<file path="src/rtl/uart_pkg.sv">
`default_nettype none
// ============================================================================
// Module : uart_pkg
// Brief  : Shared FSM encoding and tick constants for the UART receive control.
// Rev    : 1.0
// ============================================================================
package uart_pkg;

  localparam int OSR_DEFAULT = 16;

  // Votes are taken on the three ticks before the bit is committed at tick 10.
  localparam logic [3:0] VOTE_TICK_FIRST = 4'd7;
  localparam logic [3:0] VOTE_TICK_LAST  = 4'd9;
  localparam logic [3:0] SHIFT_TICK      = 4'd10;

  typedef enum logic [1:0] {
    ST_IDLE  = 2'd0,
    ST_START = 2'd1,
    ST_DATA  = 2'd2,
    ST_CHECK = 2'd3
  } rx_state_e;

  // Start + (5 + wls) data + optional parity + one stop bit.
  function automatic logic [3:0] frame_shifts(input logic [1:0] wls, input logic pen);
    return 4'd7 + {2'b00, wls} + {3'b000, pen};
  endfunction

endpackage
`default_nettype wire

</file>
<file path="src/rtl/uart_tick_counter.sv">
`default_nettype none
// ============================================================================
// Module : uart_tick_counter
// Brief  : Oversampling tick counter with vote-window and shift-point decode.
// Rev    : 1.0
// ============================================================================
module uart_tick_counter
  import uart_pkg::*;
#(
  parameter int OSR = OSR_DEFAULT
) (
  input  logic clk,
  input  logic rst,
  input  logic clear,
  input  logic tick,
  output logic vote_tick,
  output logic shift_tick
);

  logic [3:0] tcnt_q;
  logic [3:0] tcnt_d;

  always_comb begin
    tcnt_d = tcnt_q;
    if (clear) begin
      tcnt_d = 4'd0;
    end else if (tick) begin
      tcnt_d = (tcnt_q == 4'(OSR - 1)) ? 4'd0 : tcnt_q + 4'd1;
    end
  end

  always_ff @(posedge clk or posedge rst) begin
    if (rst) begin
      tcnt_q <= 4'd0;
    end else begin
      tcnt_q <= tcnt_d;
    end
  end

  assign vote_tick  = tick & (tcnt_q >= VOTE_TICK_FIRST) & (tcnt_q <= VOTE_TICK_LAST);
  assign shift_tick = tick & (tcnt_q == SHIFT_TICK);

endmodule
`default_nettype wire

</file>
<file path="src/rtl/uart_receiver_control.sv">
`default_nettype none
// ============================================================================
// Module : uart_receiver_control
// Brief  : UART receive sequencing FSM: start qualify, bit shifting, parity/break check.
// Rev    : 1.0
// ============================================================================
module uart_receiver_control
  import uart_pkg::*;
#(
  parameter int OSR = OSR_DEFAULT
) (
  input  logic       pclk,
  input  logic       preset,
  input  logic       rx_en,
  input  logic       baud_tick,
  input  logic       rx_data,
  input  logic [1:0] wls,
  input  logic       pen,
  input  logic       eps,
  input  logic       all_zero,
  output logic       voting_shift_en,
  output logic       receive_shift_en,
  output logic       error_check,
  output logic       rx_done,
  output logic       parity_error,
  output logic       break_det,
  output logic       busy
);

  rx_state_e  state_q, state_d;
  logic [3:0] bcnt_q, bcnt_d;
  logic       acc_q, acc_d;
  logic       parity_error_q, parity_error_d;
  logic       break_det_q, break_det_d;
  logic       active;
  logic       vote_tick;
  logic       shift_tick;
  logic [3:0] n_shifts;

  assign active   = (state_q == ST_START) || (state_q == ST_DATA);
  assign n_shifts = frame_shifts(wls, pen);

  // Counter is held at zero outside START/DATA so a new frame always starts at 0.
  uart_tick_counter #(
    .OSR(OSR)
  ) u_tick_counter (
    .clk       (pclk),
    .rst       (preset),
    .clear     (~active),
    .tick      (baud_tick & active),
    .vote_tick (vote_tick),
    .shift_tick(shift_tick)
  );

  always_comb begin
    state_d          = state_q;
    bcnt_d           = bcnt_q;
    acc_d            = acc_q;
    parity_error_d   = 1'b0;
    break_det_d      = 1'b0;
    voting_shift_en  = 1'b0;
    receive_shift_en = 1'b0;

    case (state_q)
      ST_IDLE: begin
        bcnt_d          = 4'd0;
        voting_shift_en = baud_tick & rx_en & ~preset;
        if (baud_tick && rx_en && !rx_data) begin
          state_d = ST_START;
          acc_d   = 1'b0;
        end
      end

      ST_START: begin
        voting_shift_en = vote_tick;
        if (!rx_en) begin
          state_d = ST_IDLE;
        end else if (shift_tick) begin
          if (rx_data) begin
            state_d = ST_IDLE;
          end else begin
            receive_shift_en = 1'b1;
            bcnt_d           = 4'd1;
            state_d          = ST_DATA;
          end
        end
      end

      ST_DATA: begin
        voting_shift_en  = vote_tick;
        receive_shift_en = shift_tick;
        if (!rx_en) begin
          state_d = ST_IDLE;
        end else if (shift_tick) begin
          bcnt_d = bcnt_q + 4'd1;
          // Data and parity bits feed the accumulator; the stop bit does not.
          if (bcnt_q <= n_shifts - 4'd2) begin
            acc_d = acc_q ^ rx_data;
          end
          if (bcnt_d >= n_shifts) begin
            state_d        = ST_CHECK;
            parity_error_d = pen & (acc_d ^ ~eps);
            break_det_d    = all_zero;
          end
        end
      end

      ST_CHECK: begin
        state_d = ST_IDLE;
      end

      default: begin
        state_d = ST_IDLE;
      end
    endcase
  end

  always_ff @(posedge pclk or posedge preset) begin
    if (preset) begin
      state_q        <= ST_IDLE;
      bcnt_q         <= 4'd0;
      acc_q          <= 1'b0;
      parity_error_q <= 1'b0;
      break_det_q    <= 1'b0;
    end else begin
      state_q        <= state_d;
      bcnt_q         <= bcnt_d;
      acc_q          <= acc_d;
      parity_error_q <= parity_error_d;
      break_det_q    <= break_det_d;
    end
  end

  assign rx_done      = (state_q == ST_CHECK);
  assign error_check  = (state_q == ST_CHECK);
  assign busy         = (state_q != ST_IDLE);
  assign parity_error = parity_error_q;
  assign break_det    = break_det_q;

endmodule
`default_nettype wire
</file>
<file path="config.mk">
export PLATFORM = sky130hd
export DESIGN_NAME = uart_receiver_control
export DESIGN_NICKNAME = d
export VERILOG_FILES = /design/src/rtl/uart_pkg.sv /design/src/rtl/uart_tick_counter.sv /design/src/rtl/uart_receiver_control.sv
export SDC_FILE = /design/constraint.sdc
export NUM_CORES = 1
export LEC_CHECK = 0
export CAP_MARGIN = 10
export CORE_MARGIN = 3
export CORE_UTILIZATION = 40
export CTS_BUF_LIST = sky130_fd_sc_hd__clkbuf_16
export CTS_CLUSTER_SIZE = 40
export DETAILED_ROUTE_END_ITERATION = 16
export HOLD_SLACK_MARGIN = 0.08
export PLACE_DENSITY = 0.63
export SKIP_LAST_GASP = 1
export SLEW_MARGIN = 20
export SYNTH_ARGS = -nofsm -noshare
export SYNTH_HDL_FRONTEND = slang
export SYNTH_SLANG_ARGS = --single-unit
</file>
<file path="constraint.sdc">
create_clock -name pclk -period 1.9 [get_ports pclk]
set_input_delay 0.38 -clock pclk [delete_from_list [all_inputs] [get_ports pclk]]
set_output_delay 0.38 -clock pclk [all_outputs]
set_load 0.01 [all_outputs]
</file>
# After elaboration in Yosys (flattened, before gate mapping)

Cells that the tools add are included.
Widths: inputs -> output; s select.

Add/sub/neg operators: 5
Magnitude comparators: 4
Equal/unequal tests: 15
Mux-type cells: 38
Bitwise gates (word level): 11
Reductions and logical operators: 12

Operators with widths:

| operator            | number |
|---|---|
| $mux 4              | 8 |
| $mux 1              | 18 |
| $mux 2              | 7 |
| $ne 2x2->1 const B  | 6 |
| $pmux 4 s3          | 1 |
| $add 4x1->4 const B | 2 |
| $eq 4x4->1 const B  | 2 |
| $pmux 2 s4          | 1 |
| $reduce_and 4->1    | 2 |
| $and 1x1->1         | 7 |
| $ne 3x3->1 const B  | 2 |
| $pmux 1 s2          | 3 |
| $reduce_and 6->1    | 1 |
| $add 3x2->4 const A | 1 |
| $add 4x1->4         | 1 |
| $eq 2x2->1 const B  | 2 |
| $ge 4x3->1 const B  | 1 |
| $ge 4x4->1          | 1 |
| $le 4x4->1          | 1 |
| $le 4x4->1 const B  | 1 |
| $reduce_bool 2->1   | 2 |
| $sub 4x2->4 const B | 1 |
| $ne 3x2->1 const B  | 1 |
| $reduce_bool 3->1   | 1 |
| 9 further kinds     | 12 |

Register bits: 13
Input bits: 10
Output and inout bits: 7
Logic and storage cells: 91

# Longest topological paths before layout

Gate-level depths: netlist of run 1.

Depth after elaboration: 14
Gate-level depth with buffers: 11
Depth with buffers taken out: 11

# Modules after synthesis

A second synthesis of run 1 with hierarchy kept.

Cells, all modules: 132
Area total of the unflattened synthesis: 1201.2 um^2

By module, submodules not included:

| module                | instances | cells an instance | area an instance (um^2) | sequential area each (um^2) |
|---|---|---|---|---|
| uart_receiver_control | 1         | 102               | 927.1                   | 225.2 |
| uart_tick_counter     | 1         | 30                | 274.0                   | 100.1 |

# Worst setup path before layout of run 1

OpenSTA, ideal clock, no wires.

Path type: input to register
Start: input port wls[0]
End: register parity_error_q (netlist: parity_error)
Library setup time: 0.086 ns
Arrival: 2.023 ns
Data required time: 1.814 ns
Path slack: -0.209 ns
Stages: 10
Path buffers: 0
Cell sequence: inv_1 > ha_1 > ha_1 > inv_1 > ha_1 > and4b_1 > a211oi_1 > o21ai_0 > xnor3_1 > nor3_1

Word-level cells in the longest chain between the ends: 14
Elaborated cells on any way between the ends: 15
Those cells by class: 3 x add/sub; 2 x order compare; 8 x mux; 2 x bitwise

Ends and longest elaborated chain:

| what                 | RTL line                     | text |
|---|---|---|
| start, declared      | uart_receiver_control.sv:17  | `input logic [1:0] wls,` |
| $add 3x2->4 (*)      | uart_pkg.sv:25               | `return 4'd7 + {2'b00, wls} + {3'b000, pen};` |
| $add 4x1->4 (*)      | uart_pkg.sv:25               |  |
| $sub 4x2->4          | uart_receiver_control.sv:97  | `if (bcnt_q <= n_shifts - 4'd2) begin` |
| $le 4x4->1           | uart_receiver_control.sv:97  |  |
| $mux 1               | uart_receiver_control.sv:97  |  |
| $mux 1               | uart_receiver_control.sv:94  | `end else if (shift_tick) begin` |
| $mux 1               | uart_receiver_control.sv:92  | `if (!rx_en) begin` |
| $mux 1               | uart_receiver_control.sv:64  | `case (state_q)` |
| $xor 1x1->1          | uart_receiver_control.sv:102 | `parity_error_d = pen & (acc_d ^ ~eps);` |
| $and 1x1->1          | uart_receiver_control.sv:102 |  |
| $mux 1 (*)           | uart_receiver_control.sv:100 | `if (bcnt_d >= n_shifts) begin` |
| $mux 1 (*)           | uart_receiver_control.sv:94  |  |
| $mux 1 (*)           | uart_receiver_control.sv:92  |  |
| $mux 1 (*)           | uart_receiver_control.sv:64  |  |
| net parity_error_d   | uart_receiver_control.sv:33  | `logic parity_error_q, parity_error_d;` |
| end signal, assigned | uart_receiver_control.sv:129 | `parity_error_q <= parity_error_d;` |
| end, declared        | uart_receiver_control.sv:33  |  |

The timed path passes the listed nets; every way through them passes the cells marked *. The select of a mux whose other input is x is not followed.
A chain may end at the register's enable or synchronous reset.

# Worst setup path after layout of run 1

Start: register u_tick_counter.tcnt_q[0]
End: output port receive_shift_en

Word-level cells in the longest chain between the ends: 5

Ends and longest elaborated chain:

| what                   | RTL line                    | text |
|---|---|---|
| start, declared        | uart_tick_counter.sv:20     | `logic [3:0] tcnt_q;` |
| start signal, assigned | uart_tick_counter.sv:36     | `tcnt_q <= tcnt_d;` |
| $eq 4x4->1 (*)         | uart_tick_counter.sv:41     | `assign shift_tick = tick & (tcnt_q == SHIFT_TICK);` |
| $and 1x1->1 (*)        | uart_tick_counter.sv:41     |  |
| $mux 1                 | uart_receiver_control.sv:78 | `end else if (shift_tick) begin` |
| $mux 1                 | uart_receiver_control.sv:76 | `if (!rx_en) begin` |
| $pmux 1 s2 (*)         | uart_receiver_control.sv:64 |  |
| end, declared          | uart_receiver_control.sv:22 | `output logic receive_shift_en,` |

Mark *: on every way between the ends. The rest lies on a longest branch, timed or not.

==> results of run 1 <==
==> worst max path at each step <==
stage | startpoint | to | slack (ns)
after floorplan | pen | parity_error | -0.08
after global placement | pen | state_q[1] | -0.78
after detailed placement | pen | parity_error | -0.90
after CTS | bcnt_q[2] | parity_error | -0.07
after global routing | u_tick_counter.tcnt_q[0] | receive_shift_en | -0.10
final | u_tick_counter.tcnt_q[0] | receive_shift_en | -0.04
==> through the flow <==
stage | area, µm² | util [%] | setup slack [ns] | power, mW
6_report | 1898 | 67.09 | -0.04198 | 1.842
5_1_grt | 1898 | 67.09 | -0.1032 | 1.973
4_1_cts | 1848 | 65.33 | -0.06882 | 1.803
3_5_place_dp | 1703 | 60.19 | -0.9003 | 1.303
3_3_place_gp | 1703 | 60.19 | -0.7781 | 1.275
2_1_floorplan | 1282 | - | -0.07711 | 0.8850
==> layer usage <==
| layer | part of all wire [%] | GRT usage [%] | wire length (µm) | vias to the layer above |
|---|---|---|---|---|
| li1 | - | - | - | 555 |
| met1 | 43 | 25.64 | 1471 | 572 |
| met2 | 53 | 37.40 | 1812 | 25 |
| met3 | 3.5 | 4.255 | 119 | 2 |
| met4 | 0.29 | 4.334 | 10 | 0 |
| met5 | 0 | 0 | 0 | - |
==> placed cells by master (no fill, tap or decap), drive strengths merged, types with 2 or more instances in the layout <==
cell,count
o21ai,9
nand3b,2
clkbuf,3
mux2i,4
dfrtp,13
clkdlybuf4s50,8
nand3,3
and2,3
nand2,10
nand4,2
a21oi,5
ha,22
dlygate4sd2,3
nor2b,4
a21o,3
inv,19
nor2,5
xor2,2
xnor2,2
a211oi,2
nor3,3
buf,39
==> sequential cells by signal, summed over array words and instances, names as in the netlist <==
name,count
bcnt_q,4
break_det,1
acc_q,1
state_q,2
parity_error,1
u_tick_counter.tcnt_q,4
==> cell families (layout without fill, tap and decap cells) <==
group,after synthesis,in the layout
muxes,5,5
xor gates and xnor gates,5,5
buffers and inverters,23,73
adders and majority gates,22,22
and+or+nand+nor,36,36
AOI/OAI and AO/OA,28,28
DFF,13,13
==> tightest hold or removal path, stage by stage <==
cell                     delay (ns)
sky130_fd_sc_hd__buf_8         0.11
sky130_fd_sc_hd__inv_12        0.04
sky130_fd_sc_hd__buf_4         0.09
sky130_fd_sc_hd__nor3_2        0.04
==> timing repair <==
| item | CTS | global route |
|---|---|---|
| buffers inserted | 1 | 1 |
| setup endpoints to repair | 10 | 8 |
| pin swaps | 11 | 8 |
| resized for setup | 44 | 12 |
==> layout make-up <==
type / instances / share of cell area, %
clock buffers: 3 / 3.955
flip-flops and latches: 13 / 17.21
well taps: 31 / 2.044
clock inverters: 1 / 0.1978
multi-input cells: 96 / 49.37
repair buffers: 51 / 22.74
inverters: 18 / 4.483
==> power by group through the flow <==
stage | sequential, mW | clock (mW) | combinational (mW)
2_1_floorplan | 0.362 | 0 | 0.523
3_3_place_gp | 0.348 | 0 | 0.926
3_5_place_dp | 0.349 | 0 | 0.953
4_1_cts | 0.353 | 0.407 | 1.04
5_1_grt | 0.364 | 0.420 | 1.19
6_report | 0.358 | 0.406 | 1.08
==> reports/qor.csv, run 1 <==
metric,value,unit
outcome,"finished, violations left",
failed_checks,setup timing,
most_instantiated_library_cell_after_synthesis,sky130_fd_sc_hd__ha_1,
final_cell_count_no_fill,213,
arrival,1.56,ns
p_int,1.146,mW
global_route.usage.total,20.84,%
finalClockSkew,0.002182,ns
cp_slowest_cell,sky130_fd_sc_hd__dfrtp_1,
pin_slew_with_the_least_headroom_to_its_limit,0.2292,ns
mappedNetlistNets,164,
cts.sinks,13,
critPathLaunchType,flip-flop,
fin_setup_tns,-0.04198,ns
number_of_port_buffers,16,
netlist_area,0.001210,mm²
path_buf_inv,2,
p_sw_share,37.81,%
dieArea,0.003720,mm²
postSynthRegisterBits,13,
async_flop_share,100.0,%
timing.max_cap.violations,0,
drt_first_pass_iters,4,
number_of_enable_flip_flop_cells_after_synthesis,0,
achievable-frequency,0.5149,GHz
clkSlewWorstSetupHoldPaths,0.05,ns
yosysUniqueCellTypes,40,
worst_r2r_endpoint,state_q[1],
holdWs,0.4552,ns
grt_setup_unrepaired,yes,
number_of_global_route_vias_before_repair,1194,
worstPathMaxFanout,3,
finalWorstPathRequiredPeriod,1.942,ns
synth_common_cells,"sky130_fd_sc_hd__ha_1 (22), sky130_fd_sc_hd__inv_1 (18), sky130_fd_sc_hd__dfrtp_1 (13)",
flow.area_growth_from_synthesis,56.88,%
dominant_combinational_cell_family_by_area_after_synthesis,adder cells,
hold_path_startpoint,pen,
multi_input_area,937.1,µm²
cts_tree,built,
grt_pass1_wl,5637,µm
post_dr_vias_cell,5.418,
hold_path.class,in -> reg,
min_delay_path_depth,4,
p_switching,0.6965,mW
dr.first_iter.drc_count,18,
final-setup-viol-count,1,
synth_top_area_share,26.89,%
crit_path_capture_type,output port,
powerDensity,970.5,mW/mm²
wirelength,3414,µm
hold_viol_final,0,
num_io_pins,17,
layout.filler_cells,225,
sequential_power_share,19.4,%
synth_simple_gate_area_share,17.37,%
dp.cells,208,
synth_sequential_area_ratio,26.89,%
clock-root-buffer,sky130_fd_sc_hd__clkbuf_16,
rr_worst_depth,6,
antenna-diode-count,0,
yosys-top-cells-area,"sky130_fd_sc_hd__dfrtp_1 (27%), sky130_fd_sc_hd__ha_1 (23%), sky130_fd_sc_hd__inv_1 (5.6%), sky130_fd_sc_hd__o21ai_0 (3.7%), sky130_fd_sc_hd__mux2i_1 (3.3%)",
yosys_warns,0,
share_of_the_synthesized_netlist_area_taken_by_xor_and_xnor_gates,4.757,%
synth_compound_area_share,15.62,%
max-slew-margin-rel,84.52,%
power.clock.fraction,22.0,%
grt.overflow.total,0,
gp_congestion,0.7715,
cp.required,1.52,ns
cts_htree_levels,1,
floorplan.core_area,0.002829,mm²
largest_net_degree_at_the_start_of_global_routing,15,
timing.critical_path.cells,inv_2 -> ha_2 -> nand2_4 -> or3_4 -> nor2_1 -> buf_2,
register_area,326.6,µm²
final.setup.worst_slack,-0.04198,ns
synthesis.instances,132,
netlist.top_cell.by_area,sky130_fd_sc_hd__dfrtp_1,
row_count,19,
initial_antenna_violation_count,0,
synth_top_flop_cell,sky130_fd_sc_hd__dfrtp_1,
drt.antenna.violating_nets,0,
p_leak,0.9390,nW
nNetsFinal,215,
wl_per_cell,16.03,µm
clk_path_buf_depth,2,
vertical_die_dimension,61.00,µm
synth_fa_ha_area_share,22.75,%
hold_path_end,parity_error,
clk_latency,0.24,ns
die_width,61.00,µm
syn_area_per_cell,9.166,µm²
initial_utilization,42.77,%
finalCritPeriodShare,102.2,%
maxSlewViolCount,0,
placed_wire_length_estimate_after_detailed_placement,2559,µm
cp_num_cells,6,
drc,0,
critical-path-top-delay-family,simple AND/OR/NAND/NOR gates,
count_of_vias_placed_by_the_detailed_router,1154,
irDropWorstVdd,0.7675,mV
timing.rr.start,bcnt_q[0],
reg2reg_setup_slack,0.03,ns
type_of_the_worst_setup_path,reg -> out,
power.combinational.fraction,58.6,%
timing.critical_path.slowest_cell_delay,0.39,ns
synth_mux_area_share,4.240,%
share_of_post_route_cells_with_drive_strength_above_1,42.31,%
cts_hold_repair.buffers,0,
cts_inserted_buffers,3,
Note: power is estimated with default switching activity, not from simulation.
==> run 2, diff against run 1 <==
Settings changed: PLACE_DENSITY 0.63 to 0.61.
Clock period 1.9 ns to 2.5 ns, I/O delays scaled along.
==> run 2 against run 1 <==
  * The run now ends clean
  * Non-clock buffer count is 22 lower
  * Cell area down 15%
  * First-iteration DRC count is 67% higher
  * Via count down 11%
  * Final cell count shrank 10%
  * Worst setup slack improved by 0.13 ns
  * Die area unchanged
  * Count of clock-buffer cells in the layout stayed put
  * Sequential power is 22% lower
  * Largest cell class unchanged
  * Largest power group unchanged
  * Highest routed layer unchanged
==> reports/qor.csv, run 2 (same netlist as run 1, synthesis figures left out) <==
metric,value,unit
number_of_global_route_vias_before_repair,969,
flow.area_growth_from_synthesis,34.02,%
grt.overflow.total,0,
vertical_die_dimension,61.00,µm
cts.sinks,13,
outcome,"complete, no violations",
final-setup-viol-count,0,
cts_htree_levels,1,
row_count,19,
reg_top3,"bcnt_q: 4 flops, u_tick_counter.tcnt_q: 4 flops, state_q: 2 flops",
p_leak,0.8094,nW
global_route.usage.total,15.23,%
dr.first_iter.drc_count,30,
gp_congestion,0.7548,
final_cell_mix,"sky130_fd_sc_hd__ha_1 (18), sky130_fd_sc_hd__inv_1 (15), sky130_fd_sc_hd__dfrtp_1 (13), sky130_fd_sc_hd__clkdlybuf4s50_1 (13), sky130_fd_sc_hd__buf_4 (13)",
final_common_cell,sky130_fd_sc_hd__ha_1,
finalClockSkew,0.002494,ns
power.combinational.fraction,50.9,%
finalCoreUtilization,57.32,%
antenna-diode-count,0,
drc,0,
placed_cell_area,0.001465,mm²
cp.required,2.66,ns
initial_antenna_violation_count,0,
wl_per_cell,13.61,µm
p_int,0.7299,mW
timing.max_cap.violations,0,
arrival,2.58,ns
finalWorstPathRequiredPeriod,2.414,ns
worstPathMaxFanout,2,
p_sw_share,37.61,%
p_switching,0.4399,mW
share_of_post_route_cells_with_drive_strength_above_1,20.63,%
die_width,61.00,µm
largest_net_degree_at_the_start_of_global_routing,15,
nNetsFinal,193,
final_area,0.001622,mm²
count_of_vias_placed_by_the_detailed_router,1027,
max-slew-margin-rel,81.69,%
fin_setup_tns,0,ns
irDropWorstVdd,0.4018,mV
clk_latency,0.24,ns
cts_tree,built,
holdWs,0.5413,ns
initial_utilization,42.77,%
drt_first_pass_iters,4,
achievable-frequency,0.4142,GHz
num_io_pins,17,
number_of_port_buffers,16,
cts_hold_repair.buffers,0,
finalCritPeriodShare,96.57,%
post_dr_vias_cell,5.377,
maxSlewViolCount,0,
placed_wire_length_estimate_after_detailed_placement,2068,µm
clkSlewWorstSetupHoldPaths,0.04,ns
drt.antenna.violating_nets,0,
power.clock.fraction,25.2,%
sequential_power_share,23.9,%
pin_slew_with_the_least_headroom_to_its_limit,0.2738,ns
dieArea,0.003720,mm²
hold_viol_final,0,
hold_path.class,reg -> reg,
grt_pass1_wl,4174,µm
clk_path_buf_depth,2,
type_of_the_worst_setup_path,in -> reg,
powerDensity,721.4,mW/mm²
clock-root-buffer,sky130_fd_sc_hd__clkbuf_16,
floorplan.core_area,0.002829,mm²
wirelength,2600,µm
critPathLaunchType,input pin,
cts_inserted_buffers,3,
crit_path_capture_type,flip-flop,
==> run 2: cell count changes in the layout (fill, tap and decap cells not counted), sizes merged <==
cell / change
buf: -26
clkdlybuf4s50: +5
clkdlybuf4s15: -1
dlygate4sd2: -1
dlymetal6s2s: +1
==> run 2: worst max-delay path, cell delays in order <==
cell	delay (ns)
sky130_fd_sc_hd__clkdlybuf4s50_1	0.47
sky130_fd_sc_hd__inv_2	0.05
sky130_fd_sc_hd__ha_4	0.16
sky130_fd_sc_hd__ha_4	0.27
sky130_fd_sc_hd__inv_2	0.04
sky130_fd_sc_hd__ha_4	0.25
sky130_fd_sc_hd__and4b_1	0.21
sky130_fd_sc_hd__a211oi_2	0.05
sky130_fd_sc_hd__o21ai_2	0.17
sky130_fd_sc_hd__xnor3_1	0.25
sky130_fd_sc_hd__nor3_2	0.17
==> run 2: metrics by stage <==
step | instances | total power, mW | setup slack [ns]
CTS | 190 | 1.162 | -0.04184
finish | 191 | 1.170 | 0.08567
global route | 191 | 1.267 | -0.01144
global placement | 186 | 0.8353 | -0.2799
floorplan | 132 | 0.6625 | 0.2710
detailed placement | 186 | 0.8561 | -0.4123
==> run 2: final cells by class <==
| cell class | instances | area, µm² |
|---|---|---|
| clock buffers | 3 | 75.07 |
| clock inverters | 1 | 3.754 |
| fillers | 253 | 1207 |
| inverters | 18 | 67.56 |
| multi-input cells | 96 | 853.3 |
| flip-flops and latches | 13 | 325.3 |
| well taps | 31 | 38.79 |
| repair buffers | 29 | 257.7 |
==> run 2: path summary, 6_finish.rpt <==
path                       slack [ns]                  endpoint  cells past startpoint       from
max                              0.09              parity_error                     11     wls[0]
min                              0.54                     acc_q                      1      acc_q
max reg2reg                      0.53                state_q[1]                      6  bcnt_q[0]
min reg2reg                      0.54                     acc_q                      1      acc_q
max in group asynchronous        1.72  u_tick_counter.tcnt_q[3]                      3     preset
min in group asynchronous        0.62  u_tick_counter.tcnt_q[0]                      3     preset
==> run 2: repair_timing <==
item                                    CTS  global route
resized for setup                         5            12
endpoints found under the setup margin    5             4
pin swaps                                 1             4
setup buffers                             0             1
==> run 2: routing by layer <==
metal	global-route usage, %	share of wire, %	vias up
li1	-	-	514
met4	3.406	0.35	0
met1	18.09	45	493
met3	4.043	3.5	2
met2	27.33	51	18
met5	0	0	-
==> run 2: power by group through the flow <==
stage                     combinational, mW  sequential (mW)  clock (mW)
final                                 0.596            0.280       0.294
after global routing                  0.665            0.286       0.316
after CTS                             0.578            0.279       0.304
after detailed placement              0.573            0.283           0
after global placement                0.554            0.281           0
after floorplan                       0.388            0.275           0
